[config.mk]
export PLATFORM = sky130hd
export DESIGN_NAME = cube_flat
export DESIGN_NICKNAME = d
export VERILOG_FILES = /design/src/rtl/cube_pkg.sv /design/src/rtl/cube_if.sv /design/src/rtl/cube_shift_add_mult.sv /design/src/rtl/cube.sv /design/src/flat_wrapper.sv
export SDC_FILE = /design/constraint.sdc
export NUM_CORES = 1
export LEC_CHECK = 0
export ABC_CLOCK_PERIOD_IN_PS = 6500
export BUFFER_PORTS_ARGS = -buffer_cell sky130_fd_sc_hd__buf_2
export CAP_MARGIN = 20
export CORE_MARGIN = 3
export CORE_UTILIZATION = 30
export CTS_BUF_LIST = sky130_fd_sc_hd__clkbuf_16
export DETAILED_ROUTE_END_ITERATION = 8
export HOLD_SLACK_MARGIN = 0.03
export REMOVE_ABC_BUFFERS = 1
export SETUP_SLACK_MARGIN = 0.3
export SYNTH_ARGS = -nofsm -noshare
export SYNTH_HDL_FRONTEND = slang
export SYNTH_SLANG_ARGS = --single-unit
export TNS_END_PERCENT = 10
[constraint.sdc]
create_clock -name clk -period 6.5 [get_ports clk]
set_input_delay 0.65 -clock clk [delete_from_list [all_inputs] [get_ports clk]]
set_output_delay 0.65 -clock clk [all_outputs]
set_load 0.03 [all_outputs]
[src/rtl/cube_pkg.sv]
// Shared widths, iteration count and state encodings for the cube generator.
package cube_pkg;

  localparam int XW   = 8;
  localparam int YW   = 3 * XW;
  localparam int ITER = XW;
  localparam int CW   = $clog2(ITER);

  typedef enum logic [1:0] {
    IDLE = 2'd0,
    SQ   = 2'd1,
    CU   = 2'd2
  } state_t;

  typedef enum logic {
    M_IDLE = 1'b0,
    M_RUN  = 1'b1
  } mult_state_t;

endpackage

[src/rtl/cube_if.sv]
// start/busy handshake bundle shared by the arithmetic blocks.
interface cube_if;
  import cube_pkg::*;

  logic          start;
  logic [XW-1:0] x_in;
  logic [YW-1:0] y_out;
  logic          busy_o;
  logic          done_o;

  modport master (output start, x_in, input y_out, busy_o, done_o);
  modport slave  (input start, x_in, output y_out, busy_o, done_o);

endinterface

[src/rtl/cube_shift_add_mult.sv]
// Shift-add multiplier: one partial product per cycle, fixed ITER cycles,
// single adder into a YW-bit accumulator.
module shift_add_mult
  import cube_pkg::*;
(
  input  logic            clk,
  input  logic            rst,
  input  logic            start,
  input  logic [XW-1:0]   a,
  input  logic [2*XW-1:0] b,
  output logic [YW-1:0]   product,
  output logic            done
);

  mult_state_t     state;
  logic [XW-1:0]   a_r;
  logic [2*XW-1:0] b_r;
  logic [CW-1:0]   idx;
  logic [YW-1:0]   acc;
  logic [YW-1:0]   addend;

  always_comb begin
    addend = '0;
    if (a_r[idx]) addend = YW'(b_r) << idx;
  end

  assign product = acc;

  // Operands are captured on accept so the caller may change them afterwards.
  always_ff @(posedge clk) begin
    if (!rst) begin
      state <= M_IDLE;
      a_r   <= '0;
      b_r   <= '0;
      idx   <= '0;
      acc   <= '0;
      done  <= 1'b0;
    end else begin
      done <= 1'b0;
      case (state)
        M_IDLE: begin
          if (start) begin
            a_r   <= a;
            b_r   <= b;
            acc   <= '0;
            idx   <= '0;
            state <= M_RUN;
          end
        end
        M_RUN: begin
          acc <= acc + addend;
          if (idx == CW'(ITER - 1)) begin
            done  <= 1'b1;
            state <= M_IDLE;
          end else begin
            idx <= idx + 1'b1;
          end
        end
        default: state <= M_IDLE;
      endcase
    end
  end

endmodule

[src/rtl/cube.sv]
// Cube generator: y = x*x*x by running the shared multiplier twice.
module cube
  import cube_pkg::*;
(
  input  logic  clk,
  input  logic  rst,
  cube_if.slave bus
);

  state_t          state;
  logic [XW-1:0]   x_r;
  logic [2*XW-1:0] sq;
  logic [YW-1:0]   y_r;
  logic            busy_r;
  logic            done_r;
  logic            mult_start;
  logic [2*XW-1:0] mult_b;
  logic [YW-1:0]   product;
  logic            mult_done;

  // Second pass multiplies x by the latched square; first pass squares x.
  assign mult_b = (state == CU) ? sq : {{XW{1'b0}}, x_r};

  shift_add_mult u_mult (
    .clk     (clk),
    .rst     (rst),
    .start   (mult_start),
    .a       (x_r),
    .b       (mult_b),
    .product (product),
    .done    (mult_done)
  );

  always_ff @(posedge clk) begin
    if (!rst) begin
      state      <= IDLE;
      x_r        <= '0;
      sq         <= '0;
      y_r        <= '0;
      busy_r     <= 1'b0;
      done_r     <= 1'b0;
      mult_start <= 1'b0;
    end else begin
      mult_start <= 1'b0;
      done_r     <= 1'b0;
      case (state)
        IDLE: begin
          if (bus.start) begin
            x_r        <= bus.x_in;
            busy_r     <= 1'b1;
            mult_start <= 1'b1;
            state      <= SQ;
          end
        end
        SQ: begin
          if (mult_done) begin
            sq         <= product[2*XW-1:0];
            mult_start <= 1'b1;
            state      <= CU;
          end
        end
        CU: begin
          if (mult_done) begin
            y_r    <= product;
            busy_r <= 1'b0;
            done_r <= 1'b1;
            state  <= IDLE;
          end
        end
        default: state <= IDLE;
      endcase
    end
  end

  assign bus.y_out  = y_r;
  assign bus.busy_o = busy_r;
  assign bus.done_o = done_r;

endmodule

[src/flat_wrapper.sv]
// flat-port wrapper written by rule: the top's interface ports become plain ports
module cube_flat import cube_pkg::*;
  (clk, rst, bus_start, bus_x_in, bus_y_out, bus_busy_o, bus_done_o);
  cube_if bus_i ();
  input  logic clk;
  input  logic rst;
  input wire logic [$bits(bus_i.start)-1:0] bus_start;
  input wire logic [$bits(bus_i.x_in)-1:0] bus_x_in;
  output wire logic [$bits(bus_i.y_out)-1:0] bus_y_out;
  output wire logic [$bits(bus_i.busy_o)-1:0] bus_busy_o;
  output wire logic [$bits(bus_i.done_o)-1:0] bus_done_o;
  assign bus_i.start = bus_start;
  assign bus_i.x_in = bus_x_in;
  assign bus_y_out = bus_i.y_out;
  assign bus_busy_o = bus_i.busy_o;
  assign bus_done_o = bus_i.done_o;
  cube u_core (.clk(clk), .rst(rst), .bus(bus_i));
endmodule
## Word-level counts from Yosys, hierarchy flattened

Index checks and enable logic that the tools add are counted.

| operators by class | value |
|---|---|
| add/subtract/negate cells | 2 |
| reductions and logical operators | 11 |
| shift-type cells | 1 |
| bitwise operators | 1 |
| mux-type cells | 23 |
| multipliers | 0 |
| div/mod/pow operators | 0 |
| magnitude comparators | 1 |
| equality and inequality tests | 8 |

Operators with widths:

| cell | number |
|---|---|
| two-way mux 24 bit | 2 |
| case mux 24 bit (2 select lines) | 1 |
| adder 24 bit | 1 |
| left shift 16 x 3 -> 24 bit | 1 |
| two-way mux 16 bit | 1 |
| AND reduction 2 bit | 7 |
| two-way mux 1 bit | 8 |
| != test 2 bit (second input constant) | 4 |
| two-way mux 2 bit | 3 |
| two-way mux 3 bit | 2 |
| case mux 1 bit (2 select lines) | 3 |
| case mux 2 bit (3 select lines) | 1 |
| case mux 3 bit (2 select lines) | 1 |
| AND reduction 3 bit | 2 |
| < comparator 3 x 4 -> 1 bit (second input constant) | 1 |
| adder 3 x 1 -> 3 bit (second input constant) | 1 |
| binary-select mux 1 bit (select 3 bit) | 1 |
| equality test 3 bit (second input constant) | 1 |
| equality test 2 x 1 -> 1 bit (second input constant) | 1 |
| equality test 2 bit (second input constant) | 1 |
| logical NOT 2 bit | 1 |
| != test 2 x 1 -> 1 bit (second input constant) | 1 |
| nonzero test 2 bit | 1 |
| inverter 1 bit | 1 |

| word-level totals | value |
|---|---|
| logic and storage cells | 60 |
| memories | 0 |
| bits in registers | 106 |
| output and inout port bits | 26 |
| bits in writable memories | 0 |
| bits in latches | 0 |
| ROM bits | 0 |

## Longest topological paths before layout

| depth | value |
|---|---|
| depth in word-level cells | 5 |
| gate-level depth with buffers | 15 |

## Cells and area by module

Synthesis repeated with hierarchy kept, for this count alone.

| unflattened totals | value |
|---|---|
| cell total of the unflattened synthesis | 710 |
| area, all modules | 5895.7 sq um |

By module, submodules not included:

| module | area an instance (sq um) | cells an instance | instances |
|---|---|---|---|
| shift_add_mult | 3696.0 | 479 | 1 |
| cube | 2199.6 | 231 | 1 |

## Worst setup path after synthesis

Ideal clock, no wire load.

| timing path | value |
|---|---|
| path type | reg-to-reg |
| from | register u_core.u_mult.idx[0] |
| to | register u_core.u_mult.acc[15] (netlist: u_core.u_mult.product[15]) |
| library setup time | 0.117 ns |
| stages on the path, launching flop included | 16 |
| path slack | 3.180 ns |
| period minus slack after synthesis | 3.320 ns |
| arrival | 3.203 ns |
| path buffers | 4 |
| path through | dfxtp_1 -> buf_2 -> mux4_2 -> nand2_1 -> and2_1 -> buf_2 -> buf_2 -> nor2_1 -> ha_1 -> buf_6 -> and3_1 -> a221oi_2 -> o21a_2 -> a31oi_1 -> or3_1 -> a32o_1 |

| on the way | value |
|---|---|
| longest elaborated chain between the ends | 5 |
| elaborated cells between the ends (all ways) | 6 |

RTL lines:

| what | RTL line | source |
|---|---|---|
| from (decl) | cube_shift_add_mult.sv:18 | `logic [CW-1:0] idx;` |
| from (signal assigned) | cube_shift_add_mult.sv:56 | `idx <= idx + 1'b1;` |
| binary-select mux 1 bit (select 3 bit) | cube_shift_add_mult.sv:24 | `if (a_r[idx]) addend = YW'(b_r) << idx;` |
| two-way mux 1 bit (implied by the code) | cube_shift_add_mult.sv:24 |  |
| two-way mux 24 bit (*) | cube_shift_add_mult.sv:24 |  |
| adder 24 bit (*) | cube_shift_add_mult.sv:51 | `acc <= acc + addend;` |
| case mux 24 bit (2 select lines) (*) | cube_shift_add_mult.sv:40 | `case (state)` |
| to (signal assigned) | cube_shift_add_mult.sv:51 |  |
| to (decl) | cube_shift_add_mult.sv:19 | `logic [YW-1:0] acc;` |

Every way passes the cells marked *; elsewhere a longest branch is shown, timed or not. The select of a mux whose other input is x is not followed.
A chain may end at the register's enable or synchronous reset.

## Final worst setup path

| timing path | value |
|---|---|
| from | register u_core.u_mult.idx[0] |
| to | register u_core.u_mult.acc[14] (netlist: u_core.u_mult.product[14]) |

The elaborated chain is that of the path after synthesis.

==> results.sh <==
export IMPL_worst_max_slew_margin_expressed_relative_to_the_limit_pct=30.7
export IMPL_finalWeightedCongestion=0.868
export IMPL_rows=50
export IMPL_global_route_usage_met1_pct=20.0
export IMPL_cp_data_required_time_ps=6750
export IMPL_worst_r2r_cell_count=11
export IMPL_clock_insertion_delay_worst_skew_ps=370
export IMPL_ys_dominant_reg_cell="dfxtp_1"
export IMPL_detailedRoute_firstPassIterationCount=5
export IMPL_grt_util_all_layers_pct=14.3
export IMPL_clock_tree_htree_level_count=3
export IMPL_cp_startpoint="u_core.u_mult.idx[0]"
export IMPL_clk_pin_slew_worst_paths_ps=80
export IMPL_vias=4959
export IMPL_syn_instance_count=736
export IMPL_layout_setup_ws_ps=2310
export IMPL_number_of_enable_type_register_cells_in_the_synthesized_netlist=0
export IMPL_final_setup_viol_count=0
export IMPL_floorplan_initialDensity_pct=30.7
export IMPL_startpoint_type="flip-flop"
export IMPL_filler_cell_count=1998
export IMPL_util_after_layout_pct=34.3
export IMPL_grt_antenna_before_repair=0
export IMPL_leak_nw=2.37
export IMPL_post_synthesis_sequential_area_ratio_pct=36.7
export IMPL_fp_coreArea_um2=18800
export IMPL_ys_types=62
export IMPL_design_die_area_um2=21000
export IMPL_syn_avg_cell_area_um2=7.85
export IMPL_worstReg2RegStart="u_core.u_mult.idx[0]"
export IMPL_hold_path_stages=2
export IMPL_hp_class="flip-flop to flip-flop"
export IMPL_timing_max_cap_violations=0
export IMPL_drt_wirelength_per_cell_um=14.5
export IMPL_clock_fmax_mhz=238
export IMPL_antenna_diode_count=0
export IMPL_post_cts_buffers=0
export IMPL_synth_async_sr_flop_share_pct=0
export IMPL_worst_ep_arrival_time_ps=4440
export IMPL_outcome="completed"
export IMPL_groute_layer_met3_usage_pct=2.07
export IMPL_final_hold_violation_count=0
export IMPL_detail_route_wirelength_mm=14.5
export IMPL_final_max_slew_violation_count=0
export IMPL_power_density_nw_per_um2=206
export IMPL_cts_resized=0
export IMPL_period_minus_slack_ps=4190
export IMPL_crit_fanout=25
export IMPL_worst_slew_pin_slew_ps=1040
export IMPL_first_iter_violations=352
export IMPL_port_buffer_count=36
export IMPL_path_class="flip-flop to flip-flop"
export IMPL_hold_path_startpoint="u_core.bus.y_out[16]"
export IMPL_clkSinkCount=106
export IMPL_fin_crit_sh_pct=64.5
export IMPL_regToRegSetupSlack_ps=2310
export IMPL_grt_use_met2_pct=22.3
export IMPL_boundaryPins=37
export IMPL_clock_tree_from_tritoncts="built"
export IMPL_synthesis_area_um2=5780
export IMPL_maximum_vdd_ir_drop_v=0.000109
export IMPL_postCtsHoldBufs=0
export IMPL_numCtsBuffers=9
export IMPL_main_combinational_cell_family_by_area_after_synthesis="simple AND/OR/NAND/NOR gates"
export IMPL_synth_fa_ha_area_share_pct=5.76
export IMPL_drc=0
export IMPL_syn_to_final_growth_pct=11.9
export IMPL_post_synth_xor_area_fraction_pct=1.36
export IMPL_end_point_of_the_most_critical_hold_path="u_core.bus.y_out[16]"
export IMPL_syn_warnings=0
export IMPL_final_setup_skew_ps=15.5
export IMPL_rsz0062_at_grt="false"
export IMPL_die_y_um=145
export IMPL_synthSimpleGateAreaFrac_pct=22.3
export IMPL_grt_max_degree=89
export IMPL_first_global_vias=4666
export IMPL_critPathCaptureType="flip-flop"
export IMPL_fin_tns_setup_ps=0
export IMPL_placement_setup_worst_slack_ps=2330
export IMPL_die_w_um=145
export IMPL_cts_root_buffer_cell="clkbuf_16"
export IMPL_hpwl_after_detailed_placement_mm=10.5
export IMPL_cts_path_max_buffers=2
export IMPL_final_antenna_net_count=0
export IMPL_ys_seq_elements=106
export IMPL_grt_remaining_overflow=0
export IMPL_grt_pass1_wl_mm=24.0
export IMPL_reg2reg_to="u_core.u_mult.product[14]"
export IMPL_synth_compound_area_share_pct=20.7
export IMPL_fin_nets=777
export IMPL_synthMuxAreaShare_pct=8.47
export IMPL_viasPerCell=4.93
export IMPL_grt_busiest_layer="met2"
export IMPL_layout_drive_gt1_share_pct=11.7
[synth_stat cells (2+ instances only)]
cell type / instances / area share [%]
nand2_1: 147 / 9.6
dfxtp_1: 106 / 37
a21oi_1: 97 / 8.4
nor2_1: 72 / 4.7
mux2i_1: 32 / 5.5
clkbuf_1: 31 / 2.0
ha_1: 25 / 5.4
o21ai_0: 20 / 1.7
a211oi_1: 16 / 2.1
nand3_1: 14 / 1.2
buf_2: 12 / 1.0
inv_1: 12 / 0.78
a22oi_1: 11 / 1.4
nor3_1: 11 / 0.95
nand4_1: 9 / 0.97
and3_1: 8 / 0.87
a21o_1: 7 / 0.91
mux2_2: 7 / 1.4
nor2b_1: 7 / 0.76
nor3b_1: 7 / 0.91
or3_1: 7 / 0.76
xnor2_1: 7 / 1.1
o21ai_1: 6 / 0.52
and2_1: 5 / 0.54
a31oi_1: 4 / 0.43
a32o_1: 4 / 0.69
mux4_2: 4 / 1.6
buf_1: 3 / 0.19
o211ai_1: 3 / 0.39
or2_2: 3 / 0.32
a211oi_2: 2 / 0.43
a21oi_2: 2 / 0.30
buf_6: 2 / 0.39
nand2b_1: 2 / 0.22
o221ai_1: 2 / 0.30
o22ai_1: 2 / 0.22
xor2_1: 2 / 0.30
[critical path: stages, from the launching register on]
cell and delay (ps):
dfxtp_1 940, mux4_2 610, nand2_1 160, and2_1 470, a21oi_1 100, ha_1 400, a21oi_1 300, o211ai_1 180
o211ai_2 170, a21oi_2 120, or3_1 360, a32o_1 250
[cell families (layout without fill, tap and decap cells)]
family,Yosys count,count (layout)
buf+inv,63,72
xor+xnor,9,9
flops,106,106
mux,43,43
fa+ha+maj,26,26
simple gates,296,296
compound gates,193,193
[area by class of cell]
type | count | area, um2 | area share, %
Multi-Input combinational cell | 567 | 3390 | 52.4
Inverter | 14 | 52.6 | 0.813
Timing Repair Buffer | 42 | 245 | 3.79
Clock inverter | 7 | 106 | 1.65
Sequential cell | 106 | 2120 | 32.8
Clock buffer | 9 | 225 | 3.48
Tap cell | 260 | 325 | 5.03
[worst max path at each step]
| stage | end | slack (ps) |
|---|---|---|
| floorplan | u_core.u_mult.product[17] | 2790 |
| global placement | u_core.u_mult.product[20] | 2390 |
| detailed placement | u_core.u_mult.product[14] | 2330 |
| CTS | u_core.u_mult.product[14] | 2300 |
| global route | u_core.u_mult.product[14] | 1970 |
| finish | u_core.u_mult.product[14] | 2310 |
[through the flow]
| step | area, um2 | total power [mW] | instances | hold WS, ps |
|---|---|---|---|---|
| after floorplan | 5560 | 0.731 | 687 | 433 |
| after CTS | 6440 | 1.35 | 1004 | 455 |
| after detailed placement | 6110 | 0.756 | 988 | 445 |
| after global placement | 6110 | 0.755 | 988 | 441 |
| final | 6460 | 1.33 | 1005 | 452 |
| after global routing | 6460 | 1.38 | 1005 | 468 |
[routing by layer]
layer,share of wire (%),vias up,routed length [um]
met1,51,2270,7460
met4,2.0,0,293
met3,3.4,20,489
met5,0,-,0
li1,-,2597,-
met2,43,72,6300
[sequential cells by signal (all words and copies together), names as in the netlist]
signal                 cells
u_core.bus.busy_o          1
u_core.u_mult.done         1
u_core.bus.done_o          1
u_core.u_mult.idx          3
u_core.u_mult.b_r         16
u_core.u_mult.product     24
u_core.u_mult.state        1
u_core.state               2
u_core.bus.y_out          24
u_core.sq                 16
u_core.mult_start          1
u_core.u_mult.a_r          8
u_core.x_r                 8
[placed cells by master (no fill, tap or decap), types with 5 or more instances in the layout]
cell	synthesis	layout
nand2_1	147	147
dfxtp_1	106	106
a21oi_1	97	97
nor2_1	72	72
buf_2	12	36
mux2i_1	32	32
ha_1	25	25
o21ai_0	20	20
a211oi_1	16	16
nand3_1	14	14
inv_1	12	12
nor3_1	11	11
a22oi_1	11	11
nand4_1	9	9
clkbuf_16	0	9
and3_1	8	8
mux2_2	7	7
nor2b_1	7	7
or3_1	7	7
a21o_1	7	7
xnor2_1	7	7
o21ai_1	6	6
nor3b_1	7	6
and2_1	5	5
buf_4	1	5
[power by group]
part	switching (mW)	internal (mW)
logic	0.0414	0.0246
clock network	0.279	0.313
registers	0.0155	0.658
Note: power is estimated with default switching activity, not from simulation.
